`config.mk`:
```
export PLATFORM = sky130hd
export DESIGN_NAME = id_ex_stage_flat
export DESIGN_NICKNAME = d
export VERILOG_FILES = /design/src/rtl/pipe_pkg.sv /design/src/rtl/id_ex_stage_if.sv /design/src/rtl/id_ex_stage_fwd_mux.sv /design/src/rtl/id_ex_stage.sv /design/src/flat_wrapper.sv
export SDC_FILE = /design/constraint.sdc
export NUM_CORES = 1
export LEC_CHECK = 0
export ABC_AREA = 1
export BUFFER_PORTS_ARGS = -buffer_cell sky130_fd_sc_hd__buf_2
export CORE_AREA = 5 5 220 222
export CTS_CLUSTER_SIZE = 12
export DETAILED_ROUTE_END_ITERATION = 7
export DIE_AREA = 0 0 225 227
export GPL_ROUTABILITY_DRIVEN = 0
export MAX_ROUTING_LAYER = met4
export PLACE_DENSITY = 0.5
export SETUP_SLACK_MARGIN = 0.5
export SYNTH_ARGS = -nofsm -noshare
export SYNTH_HDL_FRONTEND = slang
export SYNTH_SLANG_ARGS = --single-unit
```
`constraint.sdc`:
```
create_clock -name clk -period 10.65 [get_ports clk]
set_clock_uncertainty 0.05 [all_clocks]
set_input_delay 0 -clock clk [delete_from_list [all_inputs] [get_ports clk]]
set_output_delay 0 -clock clk [all_outputs]
set_load 0.02 [all_outputs]
```
`src/rtl/pipe_pkg.sv`:
```
// rtl/pipe_pkg.sv - shared widths, ALU op codes and ID/EX stage states
package pipe_pkg;

  localparam int XLEN   = 64;
  localparam int REG_AW = 5;
  localparam int SHW    = 6;

  typedef enum logic [2:0] {
    ALU_ADD = 3'b000,
    ALU_SUB = 3'b001,
    ALU_OR  = 3'b010,
    ALU_XOR = 3'b011,
    ALU_AND = 3'b100,
    ALU_CMP = 3'b101,
    ALU_SHL = 3'b110
  } alu_op_e;

  typedef enum logic {
    ST_RUN    = 1'b0,
    ST_BUBBLE = 1'b1
  } stage_state_e;

endpackage

```
`src/rtl/id_ex_stage_if.sv`:
```
// rtl/id_ex_stage_if.sv - decode-side inputs, forwarding ports and ALU-side outputs
interface id_ex_stage_if import pipe_pkg::*; ();

  logic              id_valid;
  logic [REG_AW-1:0] id_rs1;
  logic [REG_AW-1:0] id_rs2;
  logic [XLEN-1:0]   id_rs1_data;
  logic [XLEN-1:0]   id_rs2_data;
  logic [XLEN-1:0]   id_imm;
  logic              id_use_imm;
  logic [SHW-1:0]    id_shiftamt;
  logic [2:0]        id_sel;
  logic [REG_AW-1:0] id_rd;
  logic              id_reg_write;
  logic              id_mem_read;
  logic              id_mem_write;
  logic [XLEN-1:0]   ex_result;
  logic [REG_AW-1:0] mem_rd;
  logic              mem_reg_write;
  logic [XLEN-1:0]   mem_result;
  logic              flush;
  logic              hold;
  logic              id_stall;
  logic [XLEN-1:0]   A;
  logic [XLEN-1:0]   B;
  logic [SHW-1:0]    Shiftamt;
  logic [2:0]        Sel;
  logic              ex_valid;
  logic [REG_AW-1:0] ex_rd;
  logic              ex_reg_write;
  logic              ex_mem_read;
  logic              ex_mem_write;
  logic [XLEN-1:0]   ex_store_data;

  modport master (
    output id_valid, id_rs1, id_rs2, id_rs1_data, id_rs2_data, id_imm, id_use_imm,
           id_shiftamt, id_sel, id_rd, id_reg_write, id_mem_read, id_mem_write,
           ex_result, mem_rd, mem_reg_write, mem_result, flush, hold,
    input  id_stall, A, B, Shiftamt, Sel, ex_valid, ex_rd, ex_reg_write,
           ex_mem_read, ex_mem_write, ex_store_data
  );

  modport slave (
    input  id_valid, id_rs1, id_rs2, id_rs1_data, id_rs2_data, id_imm, id_use_imm,
           id_shiftamt, id_sel, id_rd, id_reg_write, id_mem_read, id_mem_write,
           ex_result, mem_rd, mem_reg_write, mem_result, flush, hold,
    output id_stall, A, B, Shiftamt, Sel, ex_valid, ex_rd, ex_reg_write,
           ex_mem_read, ex_mem_write, ex_store_data
  );

endinterface

```
`src/rtl/id_ex_stage_fwd_mux.sv`:
```
// rtl/id_ex_stage_fwd_mux.sv - per-source operand forwarding, EX over MEM over register file
module fwd_mux import pipe_pkg::*; (
  input  logic [REG_AW-1:0] i_rs,
  input  logic [XLEN-1:0]   i_rf_data,
  input  logic              i_ex_fwd_en,
  input  logic [REG_AW-1:0] i_ex_rd,
  input  logic [XLEN-1:0]   i_ex_result,
  input  logic              i_mem_fwd_en,
  input  logic [REG_AW-1:0] i_mem_rd,
  input  logic [XLEN-1:0]   i_mem_result,
  output logic [XLEN-1:0]   o_data
);

  logic w_rs_nz;
  logic w_hit_ex;
  logic w_hit_mem;

  // x0 is hardwired zero, so a producer targeting it must never be forwarded
  assign w_rs_nz   = |i_rs;
  assign w_hit_ex  = w_rs_nz & i_ex_fwd_en  & (i_ex_rd  == i_rs);
  assign w_hit_mem = w_rs_nz & i_mem_fwd_en & (i_mem_rd == i_rs);

  assign o_data = w_hit_ex  ? i_ex_result  :
                  w_hit_mem ? i_mem_result : i_rf_data;

endmodule

```
`src/rtl/id_ex_stage.sv`:
```
// rtl/id_ex_stage.sv - ID/EX pipeline register with forwarding and load-use stall
module id_ex_stage import pipe_pkg::*; (
  input logic         clk,
  input logic         rst,
  id_ex_stage_if.slave bus
);

  stage_state_e      r_state;
  stage_state_e      w_next_state;
  logic              r_valid;
  logic [REG_AW-1:0] r_rd;
  logic              r_reg_write;
  logic              r_mem_read;
  logic              r_mem_write;
  logic [XLEN-1:0]   r_a;
  logic [XLEN-1:0]   r_b;
  logic [XLEN-1:0]   r_store_data;
  logic [SHW-1:0]    r_shamt;
  logic [2:0]        r_sel;

  logic              w_ex_fwd_en;
  logic [XLEN-1:0]   w_fwd_rs1;
  logic [XLEN-1:0]   w_fwd_rs2;
  logic              w_hazard;
  logic              w_stall;
  logic              w_load;
  logic              w_kill;

  // a load's result is not ready in EX; only ALU producers forward from there
  assign w_ex_fwd_en = r_valid & r_reg_write & ~r_mem_read;

  fwd_mux u_fwd_rs1 (
    .i_rs         (bus.id_rs1),
    .i_rf_data    (bus.id_rs1_data),
    .i_ex_fwd_en  (w_ex_fwd_en),
    .i_ex_rd      (r_rd),
    .i_ex_result  (bus.ex_result),
    .i_mem_fwd_en (bus.mem_reg_write),
    .i_mem_rd     (bus.mem_rd),
    .i_mem_result (bus.mem_result),
    .o_data       (w_fwd_rs1)
  );

  fwd_mux u_fwd_rs2 (
    .i_rs         (bus.id_rs2),
    .i_rf_data    (bus.id_rs2_data),
    .i_ex_fwd_en  (w_ex_fwd_en),
    .i_ex_rd      (r_rd),
    .i_ex_result  (bus.ex_result),
    .i_mem_fwd_en (bus.mem_reg_write),
    .i_mem_rd     (bus.mem_rd),
    .i_mem_result (bus.mem_result),
    .o_data       (w_fwd_rs2)
  );

  // rs2 only matters to an immediate-form instruction when it is a store
  assign w_hazard = r_valid & r_mem_read & (|r_rd) & bus.id_valid &
                    ((r_rd == bus.id_rs1) |
                     ((r_rd == bus.id_rs2) & (~bus.id_use_imm | bus.id_mem_write)));

  always_comb begin
    w_next_state = r_state;
    w_stall      = 1'b0;
    w_load       = 1'b0;
    w_kill       = 1'b0;
    if (bus.flush) begin
      w_next_state = ST_RUN;
      w_kill       = 1'b1;
    end else if (bus.hold) begin
      w_stall = 1'b1;
    end else if ((r_state == ST_RUN) && w_hazard) begin
      w_stall      = 1'b1;
      w_kill       = 1'b1;
      w_next_state = ST_BUBBLE;
    end else begin
      w_next_state = ST_RUN;
      w_load       = bus.id_valid;
      w_kill       = ~bus.id_valid;
    end
  end

  always_ff @(posedge clk or posedge rst) begin
    if (rst) r_state <= ST_RUN;
    else     r_state <= w_next_state;
  end

  // bubbles clear only valid and control; operand registers keep their last values
  always_ff @(posedge clk or posedge rst) begin
    if (rst) begin
      r_valid      <= 1'b0;
      r_rd         <= '0;
      r_reg_write  <= 1'b0;
      r_mem_read   <= 1'b0;
      r_mem_write  <= 1'b0;
      r_a          <= '0;
      r_b          <= '0;
      r_store_data <= '0;
      r_shamt      <= '0;
      r_sel        <= '0;
    end else if (w_load) begin
      r_valid      <= 1'b1;
      r_rd         <= bus.id_rd;
      r_reg_write  <= bus.id_reg_write;
      r_mem_read   <= bus.id_mem_read;
      r_mem_write  <= bus.id_mem_write;
      r_a          <= w_fwd_rs1;
      r_b          <= bus.id_use_imm ? bus.id_imm : w_fwd_rs2;
      r_store_data <= w_fwd_rs2;
      r_shamt      <= bus.id_shiftamt;
      r_sel        <= bus.id_sel;
    end else if (w_kill) begin
      r_valid      <= 1'b0;
      r_reg_write  <= 1'b0;
      r_mem_read   <= 1'b0;
      r_mem_write  <= 1'b0;
    end
  end

  assign bus.id_stall      = w_stall;
  assign bus.A             = r_a;
  assign bus.B             = r_b;
  assign bus.Shiftamt      = r_shamt;
  assign bus.Sel           = r_sel;
  assign bus.ex_valid      = r_valid;
  assign bus.ex_rd         = r_rd;
  assign bus.ex_reg_write  = r_valid & r_reg_write;
  assign bus.ex_mem_read   = r_valid & r_mem_read;
  assign bus.ex_mem_write  = r_valid & r_mem_write;
  assign bus.ex_store_data = r_store_data;

endmodule

```
`src/flat_wrapper.sv`:
```
// flat-port wrapper written by rule: the top's interface ports become plain ports
module id_ex_stage_flat import pipe_pkg::*;
  (clk, rst, bus_id_valid, bus_id_rs1, bus_id_rs2, bus_id_rs1_data, bus_id_rs2_data, bus_id_imm, bus_id_use_imm, bus_id_shiftamt, bus_id_sel, bus_id_rd, bus_id_reg_write, bus_id_mem_read, bus_id_mem_write, bus_ex_result, bus_mem_rd, bus_mem_reg_write, bus_mem_result, bus_flush, bus_hold, bus_id_stall, bus_A, bus_B, bus_Shiftamt, bus_Sel, bus_ex_valid, bus_ex_rd, bus_ex_reg_write, bus_ex_mem_read, bus_ex_mem_write, bus_ex_store_data);
  id_ex_stage_if bus_i ();
  input logic clk;
  input logic rst;
  input wire logic [$bits(bus_i.id_valid)-1:0] bus_id_valid;
  input wire logic [$bits(bus_i.id_rs1)-1:0] bus_id_rs1;
  input wire logic [$bits(bus_i.id_rs2)-1:0] bus_id_rs2;
  input wire logic [$bits(bus_i.id_rs1_data)-1:0] bus_id_rs1_data;
  input wire logic [$bits(bus_i.id_rs2_data)-1:0] bus_id_rs2_data;
  input wire logic [$bits(bus_i.id_imm)-1:0] bus_id_imm;
  input wire logic [$bits(bus_i.id_use_imm)-1:0] bus_id_use_imm;
  input wire logic [$bits(bus_i.id_shiftamt)-1:0] bus_id_shiftamt;
  input wire logic [$bits(bus_i.id_sel)-1:0] bus_id_sel;
  input wire logic [$bits(bus_i.id_rd)-1:0] bus_id_rd;
  input wire logic [$bits(bus_i.id_reg_write)-1:0] bus_id_reg_write;
  input wire logic [$bits(bus_i.id_mem_read)-1:0] bus_id_mem_read;
  input wire logic [$bits(bus_i.id_mem_write)-1:0] bus_id_mem_write;
  input wire logic [$bits(bus_i.ex_result)-1:0] bus_ex_result;
  input wire logic [$bits(bus_i.mem_rd)-1:0] bus_mem_rd;
  input wire logic [$bits(bus_i.mem_reg_write)-1:0] bus_mem_reg_write;
  input wire logic [$bits(bus_i.mem_result)-1:0] bus_mem_result;
  input wire logic [$bits(bus_i.flush)-1:0] bus_flush;
  input wire logic [$bits(bus_i.hold)-1:0] bus_hold;
  output wire logic [$bits(bus_i.id_stall)-1:0] bus_id_stall;
  output wire logic [$bits(bus_i.A)-1:0] bus_A;
  output wire logic [$bits(bus_i.B)-1:0] bus_B;
  output wire logic [$bits(bus_i.Shiftamt)-1:0] bus_Shiftamt;
  output wire logic [$bits(bus_i.Sel)-1:0] bus_Sel;
  output wire logic [$bits(bus_i.ex_valid)-1:0] bus_ex_valid;
  output wire logic [$bits(bus_i.ex_rd)-1:0] bus_ex_rd;
  output wire logic [$bits(bus_i.ex_reg_write)-1:0] bus_ex_reg_write;
  output wire logic [$bits(bus_i.ex_mem_read)-1:0] bus_ex_mem_read;
  output wire logic [$bits(bus_i.ex_mem_write)-1:0] bus_ex_mem_write;
  output wire logic [$bits(bus_i.ex_store_data)-1:0] bus_ex_store_data;
  assign bus_i.id_valid = bus_id_valid;
  assign bus_i.id_rs1 = bus_id_rs1;
  assign bus_i.id_rs2 = bus_id_rs2;
  assign bus_i.id_rs1_data = bus_id_rs1_data;
  assign bus_i.id_rs2_data = bus_id_rs2_data;
  assign bus_i.id_imm = bus_id_imm;
  assign bus_i.id_use_imm = bus_id_use_imm;
  assign bus_i.id_shiftamt = bus_id_shiftamt;
  assign bus_i.id_sel = bus_id_sel;
  assign bus_i.id_rd = bus_id_rd;
  assign bus_i.id_reg_write = bus_id_reg_write;
  assign bus_i.id_mem_read = bus_id_mem_read;
  assign bus_i.id_mem_write = bus_id_mem_write;
  assign bus_i.ex_result = bus_ex_result;
  assign bus_i.mem_rd = bus_mem_rd;
  assign bus_i.mem_reg_write = bus_mem_reg_write;
  assign bus_i.mem_result = bus_mem_result;
  assign bus_i.flush = bus_flush;
  assign bus_i.hold = bus_hold;
  assign bus_id_stall = bus_i.id_stall;
  assign bus_A = bus_i.A;
  assign bus_B = bus_i.B;
  assign bus_Shiftamt = bus_i.Shiftamt;
  assign bus_Sel = bus_i.Sel;
  assign bus_ex_valid = bus_i.ex_valid;
  assign bus_ex_rd = bus_i.ex_rd;
  assign bus_ex_reg_write = bus_i.ex_reg_write;
  assign bus_ex_mem_read = bus_i.ex_mem_read;
  assign bus_ex_mem_write = bus_i.ex_mem_write;
  assign bus_ex_store_data = bus_i.ex_store_data;
  id_ex_stage u_core (.clk(clk), .rst(rst), .bus(bus_i));
endmodule
```
==> implementation parameters <==
Parameter                              Value

Route
  Drt first pass iters ... 7
  Mean number of vias per cell ... approximately 4.9
  Detailed Route WL ... 66200 um
  Number of DRC markers after the initial detailed-route iteration ... 1190
  Wirelength per Cell ... around 19 um
  Final ANT Viol Nets ... 0
  Overall via count from detail_route ... around 17000
  Remaining DRCs ... 0

Power and ir drop
  Leakage power ... 11.6 nW
  Total design power ... roughly 3.0 mW
  Maximum vdd drop ... 0.0943 mV
  Power per cell area ... between 100 and 150 mW/mm2

Floorplan
  Die span in x ... between 200 and 250 um
  Initial cell density of the core ... ~28%
  Area of the core ... 0.0462 mm2
  Die outline height ... roughly 230 um
  Ports ... 570
  Die outline area ... roughly 0.051 mm2
  Row Count ... 79

Job
  # Max-Cap Violations ... 0

Timing
  Setup ws final ... approximately 6.2 ns
  Final sum of negative setup slack ... 0 ns
  Unrepaired setup endpoints after global routing ... false
  Shortest period the worst path allows ... about 4.4 ns
  Final Hold Vio Count ... 0
  Final setup fails ... 0
  Final-report max-slew violation count ... 0
  Share of the clock period used by the worst path ... a little over two fifths
  Worst slew margin relative to its limit ... 28.5%
  Slew at the pin with the worst max-slew slack ... about 1.1 ns
  Peak Freq ... 225 MHz
  Hold WS ... roughly 0.028 ns

Synth
  Cell area after technology mapping ... roughly 0.013 mm2
  Synthesized area divided by synthesized cell count ... 6.71 um2
  Adder and majority gate portion of the synthesized area ... 0%
  Portion of the post-synthesis area used by sequential elements ... about two fifths
  Basic-gate share of the synthesized area counting and, or, nand and nor cells ... about 43%
  Number of enable-type register cells in the synthesized netlist ... 0
  Main flop type after synthesis ... sky130_fd_sc_hd__dfrtp_1
  Combinational family with the most area after synthesis ... simple AND/OR/NAND/NOR gates
  Mux share of post-synthesis cell area ... 0%
  Cells after synthesis ... roughly 1900
  Synth unique cells ... 24
  Number of register bits inferred by synthesis ... ~210
  Synthesized netlist net count ... roughly 2300
  Share of flip-flops with an asynchronous set or reset after synthesis ... 100%
  Fraction of synthesized cell area in xor and xnor cells ... 0.614%
  Fraction of the mapped netlist area in compound gates ... between 6 and 7%
  Number of synthesis warnings ... 0

Layout
  Share of cells above drive strength 1 ... a little under a quarter
  Most common cell after layout, fill and taps aside ... sky130_fd_sc_hd__nand2_1
  Total Nets Final ... 3167
  Commonest non-fill, non-tap cells in the layout ... sky130_fd_sc_hd__nand2_1 (973), sky130_fd_sc_hd__buf_2 (569), sky130_fd_sc_hd__dlygate4sd3_1 (409)
  Total area of multi-input combinational cells ... 0.00657 mm2
  Filler cells ... ~4700
  Area Overhead vs Synth ... 65.2%
  Sequential cell area ... roughly 0.0053 mm2

CTS
  Register clock-pin slew on the reported worst setup and hold paths ... ~0.060 ns
  Post-CTS Setup Bufs ... 0
  Clk root buf ... sky130_fd_sc_hd__clkbuf_16
  CTS tree ... yes
  Clock latency at the later pin of the worst-skew pair ... between 0.5 and 0.6 ns
  Number of clock sinks ... around 210
  H-tree Lvls ... 1
  Maximum buffer depth of the clock tree ... 3
  Inserted Clock Buffers ... 29

Place
  Post-placement setup slack ... 6.39 ns
  DPL Wire Length ... about 42000 um
  Port-buffer cells ... about 570

Worst hold path
  HP Class ... primary input to asynchronous set/reset pin

Worst setup path
  Critical path peak fanout ... 65
  WS Path Type ... flip-flop to flip-flop
  Crit path launch type ... flip-flop
  Critical path required time ... approximately 11 ns
  Critical path data arrival time ... between 4 and 5 ns
  Endpoint kind of the worst setup timing path ... flip-flop

GRT
  First-pass GRT wire length ... just under 100000 um
  Via count of the first global-routing pass ... around 17000
  Total congestion overflow after global routing ... 0
  Overall fraction of global-route tracks in use ... about 25%
  Largest net degree at the start of global routing ... 106
  Antenna violations before repair ... 21

Outcome
  Result of the run ... complete, no violations
==> through the flow <==
step / util, % / std cells / cell area [um2]
after global routing: 45.9 / 3459 / 21200
after detailed placement: 34.6 / 2975 / 16000
after global placement: 34.6 / 2975 / 16000
final: 46.0 / 3460 / 21200
after floorplan: - / 1912 / 12800
after CTS: 45.8 / 3438 / 21200
==> where the power goes <==
part           total (mW)  internal [mW]  leakage [nW]  switching (mW)
logic               0.877          0.359          8.42           0.518
registers            1.02          0.933          2.65          0.0832
clock network        1.12          0.707         0.532           0.414
==> final cells by class <==
type	count	area share, %
Antenna cell	22	0.260
Clock buffer	33	3.59
Clock inverter	21	1.53
Inverter	101	1.83
Multi-Input combinational cell	1469	31.0
Sequential cell	211	24.9
Tap cell	607	3.58
Timing Repair Buffer	996	33.4
==> layer usage <==
metal,wire [um],track usage [%],up-vias
met5,0,-,-
met4,2540,10.7,0
met3,5520,4.87,150
met2,31800,42.3,870
met1,26300,30.1,7894
li1,-,-,7885
==> critical path: stages (launching register included) <==
cell and delay (ns):
sky130_fd_sc_hd__dfrtp_1 0.44, sky130_fd_sc_hd__inv_2 0.09, sky130_fd_sc_hd__nand2_1 0.06, sky130_fd_sc_hd__nand2_1 0.06, sky130_fd_sc_hd__nand3_1 0.11, sky130_fd_sc_hd__nor2_4 0.10, sky130_fd_sc_hd__buf_4 0.80, sky130_fd_sc_hd__nand2_4 0.88
sky130_fd_sc_hd__nand3_1 0.39, sky130_fd_sc_hd__dlygate4sd3_1 0.60, sky130_fd_sc_hd__nand2_1 0.05, sky130_fd_sc_hd__dlygate4sd3_1 0.55, sky130_fd_sc_hd__o21ai_1 0.14
==> synthesized netlist by cell type, types with 3 or more instances <==
master | instances | share of area (%)
sky130_fd_sc_hd__inv_1 | 97 | 2.8
sky130_fd_sc_hd__o21ai_1 | 54 | 2.1
sky130_fd_sc_hd__nand3b_1 | 65 | 3.8
sky130_fd_sc_hd__clkbuf_1 | 37 | 1.1
sky130_fd_sc_hd__nand3_1 | 261 | 10
sky130_fd_sc_hd__dfrtp_1 | 211 | 41
sky130_fd_sc_hd__o21bai_1 | 64 | 3.7
sky130_fd_sc_hd__xnor2_1 | 7 | 0.48
sky130_fd_sc_hd__o22ai_1 | 5 | 0.24
sky130_fd_sc_hd__buf_2 | 66 | 2.6
sky130_fd_sc_hd__buf_1 | 6 | 0.18
sky130_fd_sc_hd__inv_2 | 4 | 0.12
sky130_fd_sc_hd__nand2_1 | 977 | 29
sky130_fd_sc_hd__buf_6 | 9 | 0.79
sky130_fd_sc_hd__nor3_1 | 3 | 0.12
sky130_fd_sc_hd__nor2_1 | 12 | 0.35
sky130_fd_sc_hd__buf_4 | 13 | 0.76
sky130_fd_sc_hd__o21ai_0 | 14 | 0.55
==> flip-flops by register name (all words and copies together) (netlist names) <==
register,count
u_core.bus.A,64
u_core.bus.B,64
u_core.bus.Sel,3
u_core.bus.Shiftamt,6
u_core.bus.ex_rd,5
u_core.bus.ex_store_data,64
u_core.bus.ex_valid,1
u_core.r_mem_read,1
u_core.r_mem_write,1
u_core.r_reg_write,1
u_core.r_state,1
==> worst paths after layout <==
kind	from	to	slack (ns)	depth (start not counted)
worst max-delay path	u_core.bus.ex_rd[3]	u_core.bus.ex_store_data[31]	6.21	12
worst min-delay path	rst	u_core.bus.A[25]	0.03	3
worst min register to register	u_core.bus.A[45]	u_core.bus.A[45]	0.42	2
worst max register to register	u_core.bus.ex_rd[3]	u_core.bus.ex_store_data[31]	6.21	12
max in group asynchronous	rst	u_core.bus.A[52]	8.35	5
min in group clk	bus_id_sel[2]	u_core.bus.Sel[2]	0.11	4
==> cells by family (layout without fill, tap and decap cells) <==
| group | Yosys count | count (layout) |
|---|---|---|
| buffers and inverters | 232 | 1151 |
| AO/OA/AOI/OAI | 139 | 139 |
| XOR/XNOR | 9 | 9 |
| flip-flops | 211 | 211 |
| AND/OR/NAND/NOR | 1321 | 1321 |
| other | 0 | 22 |
==> repair_timing <==
| action | 4_1_cts | 5_1_grt |
|---|---|---|
| hold buffers | 409 | 0 |
| endpoints found under the hold margin | 315 | 0 |
| gates resized for setup | 0 | 0 |
(Power assumes the default switching activity.)
